===== src/rtl/alu_result_capture_pkg.sv =====
// Shared types and word layout for the ALU result capture block.
package alu_result_capture_pkg;

  localparam int RESULT_W = 7;
  localparam int WORD_W   = 8;

  typedef enum logic [1:0] {
    ST_IDLE  = 2'd0,
    ST_ARMED = 2'd1,
    ST_DONE  = 2'd2
  } cap_state_e;

  // Flag occupies the MSB so a reader sees {flag, result}.
  function automatic logic [WORD_W-1:0] pack_word(input logic flag,
                                                  input logic [RESULT_W-1:0] result);
    return {flag, result};
  endfunction

endpackage


===== src/rtl/alu_result_capture_fifo.sv =====
// Synchronous FIFO with a registered head word presented on a valid/ready read port.
module result_fifo #(
  parameter int DEPTH = 8,
  parameter int WIDTH = 8
) (
  input  logic             clk,
  input  logic             reset,
  input  logic             push,
  input  logic [WIDTH-1:0] push_data,
  input  logic             out_ready,
  output logic             out_valid,
  output logic [WIDTH-1:0] out_data,
  output logic             full,
  output logic             empty
);

  localparam int AW = $clog2(DEPTH);

  logic [AW:0]      wr_ptr_q, wr_ptr_d;
  logic [AW:0]      rd_ptr_q, rd_ptr_d;
  logic [WIDTH-1:0] mem_q [DEPTH];
  logic [WIDTH-1:0] head_q, head_d;
  logic             valid_q, valid_d;
  logic             do_pop_s;
  logic             do_push_s;

  assign full  = (wr_ptr_q[AW-1:0] == rd_ptr_q[AW-1:0]) && (wr_ptr_q[AW] != rd_ptr_q[AW]);
  assign empty = (wr_ptr_q == rd_ptr_q);

  // A pop on a full FIFO frees the slot the push lands in, so the push is accepted.
  always_comb begin
    do_pop_s  = valid_q && out_ready;
    do_push_s = push && (!full || do_pop_s);
    wr_ptr_d  = wr_ptr_q;
    rd_ptr_d  = rd_ptr_q;
    if (do_push_s) begin
      wr_ptr_d = wr_ptr_q + (AW+1)'(1);
    end else begin
      wr_ptr_d = wr_ptr_q;
    end
    if (do_pop_s) begin
      rd_ptr_d = rd_ptr_q + (AW+1)'(1);
    end else begin
      rd_ptr_d = rd_ptr_q;
    end
    valid_d = (wr_ptr_d != rd_ptr_d);
    // Head is bypassed from the write port when the new word becomes the only entry.
    if (do_push_s && (wr_ptr_q == rd_ptr_d)) begin
      head_d = push_data;
    end else if (valid_d) begin
      head_d = mem_q[rd_ptr_d[AW-1:0]];
    end else begin
      head_d = head_q;
    end
  end

  always_ff @(posedge clk or posedge reset) begin
    if (reset) begin
      wr_ptr_q <= '0;
      rd_ptr_q <= '0;
      head_q   <= '0;
      valid_q  <= 1'b0;
      for (int i = 0; i < DEPTH; i++) begin
        mem_q[i] <= '0;
      end
    end else begin
      wr_ptr_q <= wr_ptr_d;
      rd_ptr_q <= rd_ptr_d;
      head_q   <= head_d;
      valid_q  <= valid_d;
      if (do_push_s) begin
        mem_q[wr_ptr_q[AW-1:0]] <= push_data;
      end
    end
  end

  assign out_valid = valid_q;
  assign out_data  = head_q;

endmodule


===== src/rtl/alu_result_capture.sv =====
// Arms on command, captures CAP_LEN ALU samples into a FIFO, and keeps flag and overflow status.
module alu_result_capture
  import alu_result_capture_pkg::*;
#(
  parameter int DEPTH   = 8,
  parameter int CAP_LEN = 16
) (
  input  logic                clk,
  input  logic                reset,
  input  logic                arm,
  input  logic                in_valid,
  input  logic [RESULT_W-1:0] in_result,
  input  logic                in_flag,
  output logic                out_valid,
  input  logic                out_ready,
  output logic [WORD_W-1:0]   out_data,
  output logic                busy,
  output logic                done,
  output logic [7:0]          flag_count,
  output logic                overflow
);

  localparam logic [7:0] CAP_LEN_W = 8'(CAP_LEN);

  cap_state_e  state_q, state_d;
  logic [7:0]  sample_cnt_q, sample_cnt_d;
  logic [7:0]  flag_count_q, flag_count_d;
  logic        overflow_q, overflow_d;
  logic        busy_q, busy_d;
  logic        done_q, done_d;
  logic        push_s;
  logic        accept_s;
  logic        fifo_full_s;
  logic        fifo_empty_s;

  always_comb begin
    state_d      = state_q;
    sample_cnt_d = sample_cnt_q;
    flag_count_d = flag_count_q;
    overflow_d   = overflow_q;
    push_s       = 1'b0;
    // A same-cycle pop makes room even when the FIFO reads full.
    accept_s     = !fifo_full_s || (!fifo_empty_s && out_ready);
    case (state_q)
      ST_IDLE, ST_DONE: begin
        if (arm) begin
          state_d      = ST_ARMED;
          sample_cnt_d = 8'd0;
          flag_count_d = 8'd0;
          overflow_d   = 1'b0;
        end else begin
          state_d = state_q;
        end
      end
      ST_ARMED: begin
        if (in_valid) begin
          sample_cnt_d = sample_cnt_q + 8'd1;
          if (accept_s) begin
            push_s = 1'b1;
            if (in_flag && (flag_count_q != 8'hFF)) begin
              flag_count_d = flag_count_q + 8'd1;
            end else begin
              flag_count_d = flag_count_q;
            end
          end else begin
            overflow_d = 1'b1;
          end
          if ((sample_cnt_q + 8'd1) == CAP_LEN_W) begin
            state_d = ST_DONE;
          end else begin
            state_d = ST_ARMED;
          end
        end else begin
          state_d = ST_ARMED;
        end
      end
      default: begin
        state_d = ST_IDLE;
      end
    endcase
    busy_d = (state_d == ST_ARMED);
    done_d = (state_d == ST_DONE);
  end

  always_ff @(posedge clk or posedge reset) begin
    if (reset) begin
      state_q      <= ST_IDLE;
      sample_cnt_q <= 8'd0;
      flag_count_q <= 8'd0;
      overflow_q   <= 1'b0;
      busy_q       <= 1'b0;
      done_q       <= 1'b0;
    end else begin
      state_q      <= state_d;
      sample_cnt_q <= sample_cnt_d;
      flag_count_q <= flag_count_d;
      overflow_q   <= overflow_d;
      busy_q       <= busy_d;
      done_q       <= done_d;
    end
  end

  result_fifo #(
    .DEPTH (DEPTH),
    .WIDTH (WORD_W)
  ) u_fifo (
    .clk       (clk),
    .reset     (reset),
    .push      (push_s),
    .push_data (pack_word(in_flag, in_result)),
    .out_ready (out_ready),
    .out_valid (out_valid),
    .out_data  (out_data),
    .full      (fifo_full_s),
    .empty     (fifo_empty_s)
  );

  assign busy       = busy_q;
  assign done       = done_q;
  assign flag_count = flag_count_q;
  assign overflow   = overflow_q;

endmodule


===== config.mk =====
export PLATFORM = sky130hd
export DESIGN_NAME = alu_result_capture
export DESIGN_NICKNAME = d
export VERILOG_FILES = /design/src/rtl/alu_result_capture_pkg.sv /design/src/rtl/alu_result_capture_fifo.sv /design/src/rtl/alu_result_capture.sv
export SDC_FILE = /design/constraint.sdc
export NUM_CORES = 1
export LEC_CHECK = 0
export ABC_AREA = 1
export BUFFER_PORTS_ARGS = -buffer_cell sky130_fd_sc_hd__buf_2
export CAP_MARGIN = 10
export CORE_MARGIN = 5
export CORE_UTILIZATION = 45
export CTS_CLUSTER_SIZE = 40
export DETAILED_ROUTE_END_ITERATION = 16
export PLACE_DENSITY = 0.67
export SKIP_LAST_GASP = 1
export SLEW_MARGIN = 15
export SYNTH_ARGS = -nofsm -noshare
export SYNTH_HDL_FRONTEND = slang
export SYNTH_SLANG_ARGS = --single-unit

===== constraint.sdc =====
create_clock -name clk -period 3.7 [get_ports clk]
set_clock_uncertainty 0.05 [all_clocks]
set_input_delay 0.185 -clock clk [delete_from_list [all_inputs] [get_ports clk]]
set_output_delay 0.185 -clock clk [all_outputs]
set_load 0.01 [all_outputs]

==> impl_metrics.json <==
{
  "vias_per_cell": 5.403,
  "dp_hpwl_mm": 8.145,
  "hold_viol": 24,
  "post_cts_buffers": 0,
  "dp.cells": 750,
  "cts_tree": "yes",
  "p_per_area_nw_per_um2": 990.4,
  "ys_seq_elements": 102,
  "violations": "negative hold slack",
  "fin_tns_setup_ns": 0,
  "setup_violations": 0,
  "ios": 33,
  "synth_edf_count": 0,
  "ctsHoldBuffers": 0,
  "fin_crit_sh_pct": 76.14,
  "first_global_vias": 4013,
  "syn-mean-instance-area_um2": 8.729,
  "die_w_um": 117.2,
  "ys_warn_count": 0,
  "ctsResizeCount": 0,
  "max_clock_freq_ghz": 0.3550,
  "crit_slowest_cell": "o21ai_2",
  "synth_top_area_cell": "dfrtp_1",
  "leakagePower_nw": 2.763,
  "gp_congestion": 0.8522,
  "cp_max_fo": 17,
  "portBuffers": 32,
  "crit_type": "register to register",
  "cts_made_buffers": 9,
  "drt-pass1-iter-count": 5,
  "r2r_setup_slack_ns": 0.88,
  "hp-class": "primary input to asynchronous set/reset pin",
  "cp.arrival_ns": 2.99,
  "ant_nets": 0,
  "rsz0062_at_grt": "false",
  "fillCellCount": 1085,
  "clk_pin_slew_ns": 0.07,
  "r2r_cells": 10,
  "final-max-slew-violation-count": 0,
  "grt_max_degree": 72,
  "dieArea_um2": 13730,
  "worst_pin_slew_ns": 0.8705,
  "cts_sinks": 102,
  "std_cell_rows": 39,
  "initial_core_util_pct": 45.65,
  "crit_path_start_kind": "register",
  "drc_errors": 0,
  "area_growth_pct": 10.34,
  "grt_pass1_wl_mm": 20.19,
  "worst_setup_path_end_kind": "register",
  "relSlewSlack_pct": 41.96,
  "holdWs_ns": -0.02483,
  "grt_usage_pct": 18.71,
  "crit_required_ns": 3.88,
  "wirelength_mm": 12.00,
  "synth_top_area_share_pct": 49.39,
  "min_period_ns": 2.817,
  "diodes": 0,
  "ir_worst_vdd_v": 0.0004962,
  "via_count": 4133,
  "syn_inst": 592,
  "syn-cell-area_um2": 5167,
  "yosysUniqueCellTypes": 35,
  "root_buffer": "clkbuf_16",
  "final_net_count": 636,
  "grt.overflow.total": 0,
  "drive_above_1_share_pct": 16.24,
  "status": "complete, but fails checks",
  "stdcell_count": 765,
  "synth_area_leaders": "dfrtp_1, o21ai_0, nand2_1",
  "ys_seq_area_share_pct": 49.39,
  "drt-initial-drc-count": 318,
  "crit_chain": "ha_1 -> inv_1 -> o21ai_2 -> xor2_1 -> nor3_4 -> nand2_2 -> nand3_1 -> nand2_1 -> nand2_2 -> nand2_1",
  "clkLatencyLatePin_ns": 0.34,
  "synth-async-reset-ratio_pct": 100.0,
  "die_h_um": 117.2,
  "max_stage_delay_ns": 0.63,
  "ys.flop_type": "dfrtp_1",
  "maxCapViolations": 0,
  "core_area_um2": 11320,
  "cts.path.max_buffers": 2,
  "syn_nets": 610,
  "cts_max_level": 3,
  "wl_per_cell_um": 15.69,
  "antenna_found_initial": 1
}
## critical path: cells and delay by family (launching register included)
| family | cells | cell delay (ns) |
|---|---|---|
| xor+xnor | 1 | 0.21 |
| simple gates | 6 | 1.03 |
| compound gates | 1 | 0.63 |
| fa+ha+maj | 1 | 0.30 |
| flops | 1 | 0.43 |
| buf+inv | 1 | 0.04 |
## path summary, 6_finish.rpt
path | from | to
hold reg to reg | u_fifo.mem_q[37]$_DFFE_PP0P_ | u_fifo.mem_q[37]$_DFFE_PP0P_
hold / removal | reset | u_fifo.mem_q[23]$_DFFE_PP0P_
setup reg to reg | u_fifo.rd_ptr_q[0]$_DFF_PP0_ | u_fifo.out_data[3]$_DFFE_PP0P_
min in group clk | arm | state_q[1]$_DFF_PP0_
setup / recovery | u_fifo.rd_ptr_q[0]$_DFF_PP0_ | u_fifo.out_data[3]$_DFFE_PP0P_
max in group asynchronous | reset | u_fifo.mem_q[12]$_DFFE_PP0P_
## synthesized netlist by cell type (2+ instances only)
cell type,n
o31ai_1,2
dfrtp_1,102
o211ai_1,14
nor3_1,3
nor2_4,3
nor2_1,53
nand2_4,7
nand2_1,126
nor3_4,2
xor2_1,15
nand2_2,14
o22ai_1,2
ha_1,5
buf_2,11
buf_6,2
clkbuf_1,8
inv_4,3
inv_2,6
xor2_2,3
nand2_8,3
o21ai_0,110
a21oi_1,3
nand4_1,12
inv_1,34
nand3_4,3
nand3_1,37
## kinds of logic (layout without fill, tap and decap cells)
kind of cell	count (synthesis)	count (layout)	synth area share (%)
flip-flops	102	102	49.39
buffers and inverters	65	95	5.738
adder cells (fa/ha/maj)	5	5	1.211
AO/OA/AOI/OAI	133	133	13.78
AND/OR/NAND/NOR	268	268	26.22
XOR/XNOR	19	19	3.656
## placed cells by master (no fill, tap or decap), types with 4 or more instances in the layout
cell type	count
buf_2	32
nor2_1	53
dfrtp_1	102
inv_4	4
nand2_4	7
nand2_2	14
nand3_1	37
nand4_1	12
ha_1	5
buf_4	5
o21ai_0	110
xor2_1	15
o211ai_1	14
clkbuf_16	9
inv_2	6
nand2_1	126
inv_1	33
## where the power goes
group | internal [W] | switching, W | leakage [nW] | total, W
clock network | 0.000496 | 0.000412 | 0.140 | 0.000908
logic | 0.000968 | 0.00184 | 1.34 | 0.00281
registers | 0.00160 | 0.000330 | 1.28 | 0.00193
total | 0.00307 | 0.00258 | 2.76 | 0.00565
## per-stage QoR
stage | utilization (%) | power (W) | worst slack (ns) | hold slack (ns) | area, um^2
global placement | 47.87 | 0.004676 | 0.9498 | 0.3801 | 5419
detailed placement | 47.87 | 0.004749 | 0.9026 | 0.3896 | 5419
floorplan | - | 0.004101 | 0.7895 | 0.3511 | 5167
CTS | 50.36 | 0.005684 | 0.8884 | 0.02374 | 5702
global route | 50.36 | 0.006146 | 0.6790 | 0.05462 | 5702
finish | 50.36 | 0.005647 | 0.8829 | -0.02483 | 5702
## sequential cells by signal, indices dropped and copies added, names as in the netlist, 2 cells and up
register	flops
u_fifo.out_data	8
u_fifo.wr_ptr_q	4
u_fifo.mem_q	64
u_fifo.rd_ptr_q	4
sample_cnt_q	8
state_q	2
flag_count	8
## routing by layer
layer / wire length [um] / global-route usage [%]
met4: 191 / 5.505
met1: 5412 / 24.96
met2: 5833 / 30.69
met3: 553 / 4.165
met5: 13 / 0
## layout make-up
type / instances / area (um^2) / share of cell area (%)
flip-flops and latches: 102 / 2552 / 44.77
inverters: 43 / 171.4 / 3.006
well taps: 143 / 178.9 / 3.138
repair buffers: 37 / 197.7 / 3.467
clock inverters: 3 / 26.28 / 0.4608
multi-input cells: 425 / 2318 / 40.66
clock buffers: 12 / 256.5 / 4.499
(Power assumes the default switching activity.)
